`config.mk`:
```
export PLATFORM = sky130hd
export DESIGN_NAME = axi4l_pwm_led_flat
export DESIGN_NICKNAME = d
export VERILOG_FILES = /design/src/rtl/axi4l_pkg.sv /design/src/rtl/axi4l_if.sv /design/src/rtl/axi4l_pwm_led.sv /design/src/flat_wrapper.sv
export SDC_FILE = /design/constraint.sdc
export NUM_CORES = 1
export LEC_CHECK = 0
export CAP_MARGIN = 10
export CELL_PAD_IN_SITES_DETAIL_PLACEMENT = 0
export CELL_PAD_IN_SITES_GLOBAL_PLACEMENT = 1
export CORE_UTILIZATION = 40
export CTS_CLUSTER_DIAMETER = 100
export DETAILED_ROUTE_END_ITERATION = 16
export PLACE_DENSITY = 0.75
export SLEW_MARGIN = 20
export SYNTH_ARGS = -nofsm -noshare
export SYNTH_HDL_FRONTEND = slang
export SYNTH_SLANG_ARGS = --single-unit
```
`constraint.sdc`:
```
create_clock -name aclk -period 6.9 [get_ports aclk]
set_input_delay 0.69 -clock aclk [delete_from_list [all_inputs] [get_ports aclk]]
set_output_delay 0.69 -clock aclk [all_outputs]
set_load 0.02 [all_outputs]
```
`src/rtl/axi4l_pkg.sv`:
```
// AXI4-Lite shared types and response codes.
package axi4l_pkg;
  typedef logic [31:0] addr_t;
  typedef logic [31:0] data_t;
  typedef logic [3:0]  strb_t;
  typedef logic [1:0]  resp_t;

  localparam resp_t OKAY   = 2'b00;
  localparam resp_t SLVERR = 2'b10;
endpackage

```
`src/rtl/axi4l_if.sv`:
```
// AXI4-Lite bundle with 32-bit data; clock and active-low reset travel with the bus.
interface axi4l_if (
  input logic aclk,
  input logic aresetn
);
  import axi4l_pkg::*;

  addr_t awaddr;
  logic  awvalid;
  logic  awready;
  data_t wdata;
  strb_t wstrb;
  logic  wvalid;
  logic  wready;
  resp_t bresp;
  logic  bvalid;
  logic  bready;
  addr_t araddr;
  logic  arvalid;
  logic  arready;
  data_t rdata;
  resp_t rresp;
  logic  rvalid;
  logic  rready;

  modport slave (
    input  aclk, aresetn,
    input  awaddr, awvalid, output awready,
    input  wdata, wstrb, wvalid, output wready,
    output bresp, bvalid, input bready,
    input  araddr, arvalid, output arready,
    output rdata, rresp, rvalid, input rready
  );

  modport master (
    input  aclk, aresetn,
    output awaddr, awvalid, input awready,
    output wdata, wstrb, wvalid, input wready,
    input  bresp, bvalid, output bready,
    output araddr, arvalid, input arready,
    input  rdata, rresp, rvalid, output rready
  );
endinterface

```
`src/rtl/axi4l_pwm_led.sv`:
```
// AXI4-Lite N-channel PWM LED driver; B and R respond one cycle after the beat completes.
// AW/W are latched independently and refused while B is pending; AR is refused while R is pending.
module axi4l_pwm_led
  import axi4l_pkg::*;
#(
  parameter int N  = 4,
  parameter int W  = 8,
  parameter int PW = 16
) (
  axi4l_if.slave       axi,
  output logic [N-1:0] led
);
  localparam int NREG = 4 + N;

  typedef struct packed {
    data_t data;
    strb_t strb;
  } wbeat_t;

  logic clk, rst_n;
  assign clk   = axi.aclk;
  assign rst_n = axi.aresetn;

  logic          en, inv, wrap;
  logic [PW-1:0] presc, pc;
  logic [W-1:0]  cnt;
  logic [W:0]    duty [N];
  logic [W:0]    shadow [N];

  logic          aw_held, w_held, bvalid, rvalid;
  logic [9:0]    aw_idx;
  wbeat_t        w_beat;
  resp_t         bresp, rresp;
  data_t         rdata;

  assign axi.awready = !aw_held && !bvalid;
  assign axi.wready  = !w_held && !bvalid;
  assign axi.arready = !rvalid;
  assign axi.bvalid  = bvalid;
  assign axi.bresp   = bresp;
  assign axi.rvalid  = rvalid;
  assign axi.rresp   = rresp;
  assign axi.rdata   = rdata;

  logic       aw_av, w_av, do_wr, wr_hit, ar_hit, ar_fire;
  logic [9:0] wr_idx, ar_idx;
  wbeat_t     wr_beat;
  data_t      wr_old, wr_new, ar_word;
  data_t      regmap [NREG];

  // A beat is available either from its holding register or straight off the bus this cycle.
  assign aw_av   = aw_held || (axi.awvalid && axi.awready);
  assign w_av    = w_held || (axi.wvalid && axi.wready);
  assign do_wr   = aw_av && w_av;
  assign wr_idx  = aw_held ? aw_idx : axi.awaddr[11:2];
  assign wr_beat = w_held ? w_beat : {axi.wdata, axi.wstrb};
  assign ar_idx  = axi.araddr[11:2];
  assign ar_fire = axi.arvalid && axi.arready;
  assign wr_hit  = (wr_idx < 10'(NREG)) && (wr_idx != 10'd3);
  assign ar_hit  = (ar_idx < 10'(NREG)) && (ar_idx != 10'd3);

  always_comb begin
    for (int k = 0; k < NREG; k++) regmap[k] = '0;
    regmap[0][0]      = en;
    regmap[0][1]      = inv;
    regmap[1][PW-1:0] = presc;
    regmap[2][0]      = wrap;
    for (int i = 0; i < N; i++) regmap[4+i][W:0] = duty[i];
  end

  always_comb begin
    ar_word = '0;
    wr_old  = '0;
    for (int k = 0; k < NREG; k++) begin
      if (ar_idx == 10'(k)) ar_word = regmap[k];
      if (wr_idx == 10'(k)) wr_old = regmap[k];
    end
    wr_new = wr_old;
    for (int b = 0; b < 4; b++)
      if (wr_beat.strb[b]) wr_new[8*b +: 8] = wr_beat.data[8*b +: 8];
  end

  logic unused_bits;
  assign unused_bits = ^{axi.awaddr[31:12], axi.awaddr[1:0],
                         axi.araddr[31:12], axi.araddr[1:0], wr_new};

  always_ff @(posedge clk or negedge rst_n) begin
    if (!rst_n) begin
      aw_held <= 1'b0;
      w_held  <= 1'b0;
      aw_idx  <= '0;
      w_beat  <= '0;
      bvalid  <= 1'b0;
      bresp   <= OKAY;
      rvalid  <= 1'b0;
      rresp   <= OKAY;
      rdata   <= '0;
    end else begin
      if (do_wr) begin
        aw_held <= 1'b0;
        w_held  <= 1'b0;
        bvalid  <= 1'b1;
        bresp   <= wr_hit ? OKAY : SLVERR;
      end else begin
        if (axi.awvalid && axi.awready) begin
          aw_held <= 1'b1;
          aw_idx  <= axi.awaddr[11:2];
        end
        if (axi.wvalid && axi.wready) begin
          w_held <= 1'b1;
          w_beat <= {axi.wdata, axi.wstrb};
        end
        if (bvalid && axi.bready) bvalid <= 1'b0;
      end

      if (ar_fire) begin
        rvalid <= 1'b1;
        rdata  <= ar_word;
        rresp  <= ar_hit ? OKAY : SLVERR;
      end else if (rvalid && axi.rready) begin
        rvalid <= 1'b0;
      end
    end
  end

  logic tick, wrap_ev, wrap_clr;
  assign tick     = (pc == presc);
  assign wrap_ev  = en && tick && (cnt == '1);
  assign wrap_clr = do_wr && (wr_idx == 10'd2) && wr_beat.strb[0] && wr_beat.data[0];

  always_ff @(posedge clk or negedge rst_n) begin
    if (!rst_n) begin
      en    <= 1'b0;
      inv   <= 1'b0;
      presc <= '0;
      wrap  <= 1'b0;
      for (int i = 0; i < N; i++) duty[i] <= '0;
    end else begin
      if (do_wr && wr_idx == 10'd0) begin
        en  <= wr_new[0];
        inv <= wr_new[1];
      end
      if (do_wr && wr_idx == 10'd1) presc <= wr_new[PW-1:0];
      for (int i = 0; i < N; i++)
        if (do_wr && wr_idx == 10'(4 + i)) duty[i] <= wr_new[W:0];
      // A wrap in the same cycle as the clear keeps the flag set.
      if (wrap_ev) wrap <= 1'b1;
      else if (wrap_clr) wrap <= 1'b0;
    end
  end

  always_ff @(posedge clk or negedge rst_n) begin
    if (!rst_n) begin
      pc  <= '0;
      cnt <= '0;
      led <= '0;
      for (int i = 0; i < N; i++) shadow[i] <= '0;
    end else begin
      if (!en) begin
        pc  <= '0;
        cnt <= '0;
      end else begin
        // pc above a freshly lowered P runs on to its natural wrap before matching again.
        pc <= tick ? '0 : pc + 1'b1;
        if (tick) cnt <= cnt + 1'b1;
      end
      for (int i = 0; i < N; i++) begin
        if (!en || wrap_ev) shadow[i] <= duty[i];
        led[i] <= en ? (({1'b0, cnt} < shadow[i]) ^ inv) : inv;
      end
    end
  end
endmodule

```
`src/flat_wrapper.sv`:
```
// flat-port wrapper written by rule: the top's interface ports become plain ports
module axi4l_pwm_led_flat import axi4l_pkg::*;
#(
  parameter int N  = 4,
  parameter int W  = 8,
  parameter int PW = 16
)
  (led, aclk, aresetn, axi_awaddr, axi_awvalid, axi_awready, axi_wdata, axi_wstrb, axi_wvalid, axi_wready, axi_bresp, axi_bvalid, axi_bready, axi_araddr, axi_arvalid, axi_arready, axi_rdata, axi_rresp, axi_rvalid, axi_rready);
  axi4l_if axi_i (.aclk(aclk), .aresetn(aresetn));
  output logic [N-1:0] led;
  input wire logic aclk;
  input wire logic aresetn;
  input wire logic [$bits(axi_i.awaddr)-1:0] axi_awaddr;
  input wire logic [$bits(axi_i.awvalid)-1:0] axi_awvalid;
  output wire logic [$bits(axi_i.awready)-1:0] axi_awready;
  input wire logic [$bits(axi_i.wdata)-1:0] axi_wdata;
  input wire logic [$bits(axi_i.wstrb)-1:0] axi_wstrb;
  input wire logic [$bits(axi_i.wvalid)-1:0] axi_wvalid;
  output wire logic [$bits(axi_i.wready)-1:0] axi_wready;
  output wire logic [$bits(axi_i.bresp)-1:0] axi_bresp;
  output wire logic [$bits(axi_i.bvalid)-1:0] axi_bvalid;
  input wire logic [$bits(axi_i.bready)-1:0] axi_bready;
  input wire logic [$bits(axi_i.araddr)-1:0] axi_araddr;
  input wire logic [$bits(axi_i.arvalid)-1:0] axi_arvalid;
  output wire logic [$bits(axi_i.arready)-1:0] axi_arready;
  output wire logic [$bits(axi_i.rdata)-1:0] axi_rdata;
  output wire logic [$bits(axi_i.rresp)-1:0] axi_rresp;
  output wire logic [$bits(axi_i.rvalid)-1:0] axi_rvalid;
  input wire logic [$bits(axi_i.rready)-1:0] axi_rready;
  assign axi_i.awaddr = axi_awaddr;
  assign axi_i.awvalid = axi_awvalid;
  assign axi_awready = axi_i.awready;
  assign axi_i.wdata = axi_wdata;
  assign axi_i.wstrb = axi_wstrb;
  assign axi_i.wvalid = axi_wvalid;
  assign axi_wready = axi_i.wready;
  assign axi_bresp = axi_i.bresp;
  assign axi_bvalid = axi_i.bvalid;
  assign axi_i.bready = axi_bready;
  assign axi_i.araddr = axi_araddr;
  assign axi_i.arvalid = axi_arvalid;
  assign axi_arready = axi_i.arready;
  assign axi_rdata = axi_i.rdata;
  assign axi_rresp = axi_i.rresp;
  assign axi_rvalid = axi_i.rvalid;
  assign axi_i.rready = axi_rready;
  axi4l_pwm_led #(.N(N), .W(W), .PW(PW)) u_core (.axi(axi_i), .led(led));
endmodule
```
-- Word level (Yosys, flattened, before mapping)
Cells that the tools add are included.
- reduce and logical (&&, ||, !) cells: 39
- magnitude comparators: 6
- multiplexer cells: 40
- add/subtract/negate cells: 2
- equal/unequal tests: 20
- bitwise gates (word level): 5
- operators by type and width (kind ; number):
    $mux 16 ; 16
    $eq 10x3->1 const B ; 8
    $eq 10x2->1 const B ; 4
    $lt 8x9->1 ; 4
    $mux 8 ; 4
    $logic_and 1x1->1 ; 21
    $eq 10x1->1 const B ; 2
    $logic_not 10->1 ; 2
    $lt 10x4->1 const B ; 2
    $mux 20 ; 1
    $ne 10x2->1 const B ; 2
    $add 16x1->16 const B ; 1
    $eq 16x16->1 ; 1
    $mux 1 ; 14
    $mux 10 ; 1
    $reduce_bool 2->1 ; 5
    $add 8x1->8 const B ; 1
    $eq 8x8->1 const B ; 1
    $mux 2 ; 4
    $ne 8x7->1 const B ; 1
    $reduce_and 2->1 ; 3
    $logic_not 1->1 ; 5
    $xor 1x1->1 ; 4
    $logic_or 1x1->1 ; 3
    other kinds (2) ; 2
- flip-flop bits (word level): 189
- output and inout bits: 45
- word-level logic and storage cells: 138
- input bits: 107

-- Longest topological paths before layout
- depth in word-level cells: 11
- mapped depth: 8
- mapped depth without buffers: 7

-- Worst setup path after synthesis
OpenSTA, ideal clock, no wires.
- path kind: input-to-reg
- start point: in axi_awaddr[7]
- end point: reg u_core.duty[30] (netlist bit)
- path buffers: 2
- library setup time: 0.125 ns
- arrival: 2.411 ns
- slack: 4.364 ns
- required time: 6.775 ns
- stages on the path: 7
- path through: or4_1 nor2_4 nor2_1 buf_6 nor4b_4 buf_4 mux2_2
- cells in the longest elaborated chain, start to end: 10
- elaborated cells between the ends (all ways): 17
- those cells by class: 7 x eq/ne; 9 x mux; 1 x reduce/logical
- RTL lines (what ; line ; RTL):
    from (decl) ; flat_wrapper.sv:13 ; input wire logic [$bits(axi_i.awaddr)-1:0] axi_awaddr;
    $mux 10 (*) ; axi4l_pwm_led.sv:55 ; assign wr_idx = aw_held ? aw_idx : axi.awaddr[11:2];
    $eq 10x1->1 ; axi4l_pwm_led.sv:76 ; if (wr_idx == 10'(k)) wr_old = regmap[k];
    $mux 16 (7 in series) ; axi4l_pwm_led.sv:76 ;
    $mux 8 ; axi4l_pwm_led.sv:80 ; if (wr_beat.strb[b]) wr_new[8*b +: 8] = wr_beat.data[8*b +: 8];
    to (signal, indexed assignment) ; axi4l_pwm_led.sv:145 ; if (do_wr && wr_idx == 10'(4 + i)) duty[i] <= wr_new[W:0];
    to (decl) ; axi4l_pwm_led.sv:27 ; logic [W:0] duty [N];
Mark *: on every way between the ends. The rest lies on a longest branch, timed or not. The select of a mux whose other input is x is not followed.
A chain may end at the register's enable or synchronous reset.

-- Worst setup path after layout
- start point: reg u_core.pc[9]
- end point: reg u_core.shadow[27] (netlist bit)
- cells in the longest elaborated chain, start to end: 4
- RTL lines (what ; line ; RTL):
    from (decl) ; axi4l_pwm_led.sv:25 ; logic [PW-1:0] presc, pc;
    from (signal assigned) ; axi4l_pwm_led.sv:164 ; pc <= tick ? '0 : pc + 1'b1;
    $eq 16x16->1 ; axi4l_pwm_led.sv:127 ; assign tick = (pc == presc);
    $logic_and 1x1->1 (2 in series) ; axi4l_pwm_led.sv:128 ; assign wrap_ev = en && tick && (cnt == '1);
    $logic_or 1x1->1 ; axi4l_pwm_led.sv:168 ; if (!en || wrap_ev) shadow[i] <= duty[i];
    to (signal, indexed assignment) ; axi4l_pwm_led.sv:168 ;
    to (decl) ; axi4l_pwm_led.sv:28 ; logic [W:0] shadow [N];
Every way passes these cells.

==> reports/qor.csv <==
metric,value,unit
core,0.0219,sq mm
nets,1016,
p_total,3.62,mW
status,"complete, no violations",
drive_above_1_share,0.176,
rows,54,
drtIter0Drc,511,
worstSkewPairLatency,440,ps
fmax,286,MHz
globalplace.congestion,0.846,
crit_chain,xor2_1 > nor4_1 > nand4_1 > or3_1 > nand2_2 > mux2_2,
drv_slew,0,
p_int,2.35,mW
setup_slack,3400,ps
start_util,0.410,
grt_usage,0.208,
grt_overflow,0,
cp.arrival,3820,ps
r2r_start,u_core.pc[9],
sw_frac_of_total,0.353,
worst-path-max-fanout,36,
tritoncts,built,
antenna_found_initial,0,
crit_buf_inv,0,
tns,0,ps
slew-limit-headroom,0.222,
cts_resized,0,
reg2reg_slack,3400,ps
clkPwrFrac,0.295,
cts_setup_buffers,0,
whs,332,ps
clock_path_buffers,2,
hold_class,in -> async,
drc,0,
dp_slack,3320,ps
synthCells,822,
viasPerCell,5.51,
ys_async_sr_fraction,1.00,
grt_setup_unrepaired,no,
p_sw,1.28,mW
cts_root_buf,clkbuf_16,
dp_hpwl,16.6,mm
grt_max_degree,94,
fin_skew,9.30,ps
pwr-share-comb,0.324,
syn_to_final_growth,16.7,%
grt_pass1_wl,37.0,mm
synth_flop_cell,dfrtp_1,
hold_violations,0,
cp_top_family,simple AND/OR/NAND/NOR gates,
r2r_cells,6,
p_leak,4.71,nW
numCtsBuffers,17,
cts_hold_buf,0,
final.fill_count,2043,
synth_area,0.00898,sq mm
seq_area,0.00423,sq mm
critPathRequiredTime,7220,ps
io_pins,152,
syn_avg_cell_area,10.9,sq um
post_drt_wl_per_cell,19.7,microns
ys_ff_latch,169,
min_period_over_period,0.507,
p_per_area,346,mW/mm^2
clk_pin_slew,70,ps
fin_area,0.0105,sq mm
critPathSlowestCell,nand2_2,
cts_max_level,4,
numPortBuffers,71,
crit_path_max_incr_delay,720,ps
insertedDiodeCount,0,
end_kind,register,
die_area,0.0231,sq mm
die_w,152,microns
worst_pin_slew,1160,ps
r2r-end,u_core.shadow[27],
clock_sinks,169,
vias,6461,
die_h,152,microns
finalCriticalPeriod,3500,ps
multiInputGateArea,0.00433,sq mm
synth-edff-count,0,
ant_nets,0,
seq_power_share,0.381,
path_class,reg -> reg,
yosys_warnings,0,
grt_pass1_vias,6390,
dr.pass1.iters,5,
post_dp_cell_area,0.00981,sq mm
wirelength,23.1,mm
ys_types,63,
ys_seq_area_frac,0.471,
maxCapViolations,0,
startpoint_type,register,
setup_viol,0,
ir_drop,168,uV
## placed cells by master, fill, tap and decap left out, drive strengths merged, types with 13 or more instances in the layout
master         count
dfrtp            169
xnor2             14
a31oi             13
a21o              14
xor2              24
nor2              56
mux2             105
clkbuf            18
a22o              16
o22ai             14
a22oi             14
nand2             39
clkdlybuf4s50     70
nor3              16
mux2i             25
o21ai             37
nand3             15
conb              18
inv               46
ha                30
a21oi             33
## cell usage after synthesis (all sizes together) (7+ instances only)
| cell | instances | area, sq um |
|---|---|---|
| dfrtp | 169 | 4230 |
| mux2 | 105 | 1180 |
| nor2 | 56 | 218 |
| inv | 44 | 165 |
| nand2 | 39 | 149 |
| buf | 38 | 269 |
| o21ai | 37 | 185 |
| a21oi | 33 | 165 |
| ha | 30 | 375 |
| mux2i | 25 | 250 |
| xor2 | 24 | 210 |
| a22o | 16 | 140 |
| clkbuf | 16 | 61.3 |
| nor3 | 16 | 80.1 |
| nand3 | 15 | 75.1 |
| a21o | 14 | 105 |
| a22oi | 14 | 105 |
| o22ai | 14 | 87.6 |
| xnor2 | 14 | 123 |
| a31oi | 13 | 81.3 |
| a211oi | 9 | 67.6 |
| nor4 | 9 | 71.3 |
| or3 | 7 | 43.8 |
## worst reg2reg max path, cell delays in order, from the launching register on
cell,delay [ps]
dfrtp_1,440
xor2_1,200
nor4_1,310
nand4_1,600
or3_1,690
nand2_2,720
mux2_2,430
## area by class of cell
cell class / count / share of cell area
clock buffers: 18 / 0.0419
flip-flops and latches: 169 / 0.404
inverters: 44 / 0.0158
repair buffers: 75 / 0.0712
clock inverters: 14 / 0.0210
well taps: 280 / 0.0334
multi-input cells: 572 / 0.413
## metal layers
layer / track usage / up-vias / routed length [microns]
li1: - / 3047 / -
met1: 0.298 / 3191 / 11000
met2: 0.312 / 193 / 10400
met3: 0.0436 / 30 / 1210
met4: 0.0714 / 0 / 503
met5: 0 / - / 0
## state kept, by name, indices dropped and copies added, names as in the netlist
register,cells
u_core.presc,16
u_core.axi.rvalid,1
u_core.aw_idx,10
u_core.axi.bvalid,1
u_core.en,1
u_core.axi.rdata,16
u_core.w_held,1
u_core.aw_held,1
u_core.w_beat,18
u_core.inv,1
u_core.cnt,8
u_core.wrap,1
u_core.duty,36
u_core.axi.rresp,1
u_core.axi.bresp,1
u_core.led,4
u_core.pc,16
u_core.shadow,36
## per-stage QoR
stage               utilization  instances
floorplan                     -        839
global placement          0.448       1140
detailed placement        0.448       1140
CTS                       0.478       1172
global route              0.479       1172
finish                    0.479       1172
## cells by family (layout without fill, tap and decap cells)
group / count (synthesis) / count (layout) / share of synthesized area
other cells: 1 / 18 / 0.000418
mux: 131 / 131 / 0.162
compound gates: 179 / 179 / 0.133
simple gates: 176 / 176 / 0.0991
flops: 169 / 169 / 0.471
xor+xnor: 38 / 38 / 0.0371
fa+ha+maj: 30 / 30 / 0.0418
buf+inv: 98 / 151 / 0.0552
## worst max path at each step
stage,startpoint,end,depth (start not counted)
final,u_core.pc[9],u_core.shadow[27],6
after global routing,u_core.presc[1],u_core.shadow[11],6
after CTS,u_core.pc[9],u_core.shadow[8],6
after detailed placement,axi_awaddr[3],u_core.duty[11],5
after global placement,axi_awaddr[2],u_core.duty[30],4
after floorplan,axi_awaddr[7],u_core.duty[30],7
## power by group through the flow
stage | Combinational, mW | Sequential (mW) | Clock, mW
final | 1.17 | 1.38 | 1.07
after global routing | 1.30 | 1.41 | 1.13
after CTS | 1.17 | 1.38 | 1.09
after detailed placement | 1.16 | 1.40 | 0
after global placement | 1.15 | 1.39 | 0
after floorplan | 0.847 | 1.33 | 0
Note: power is estimated with default switching activity, not from simulation.
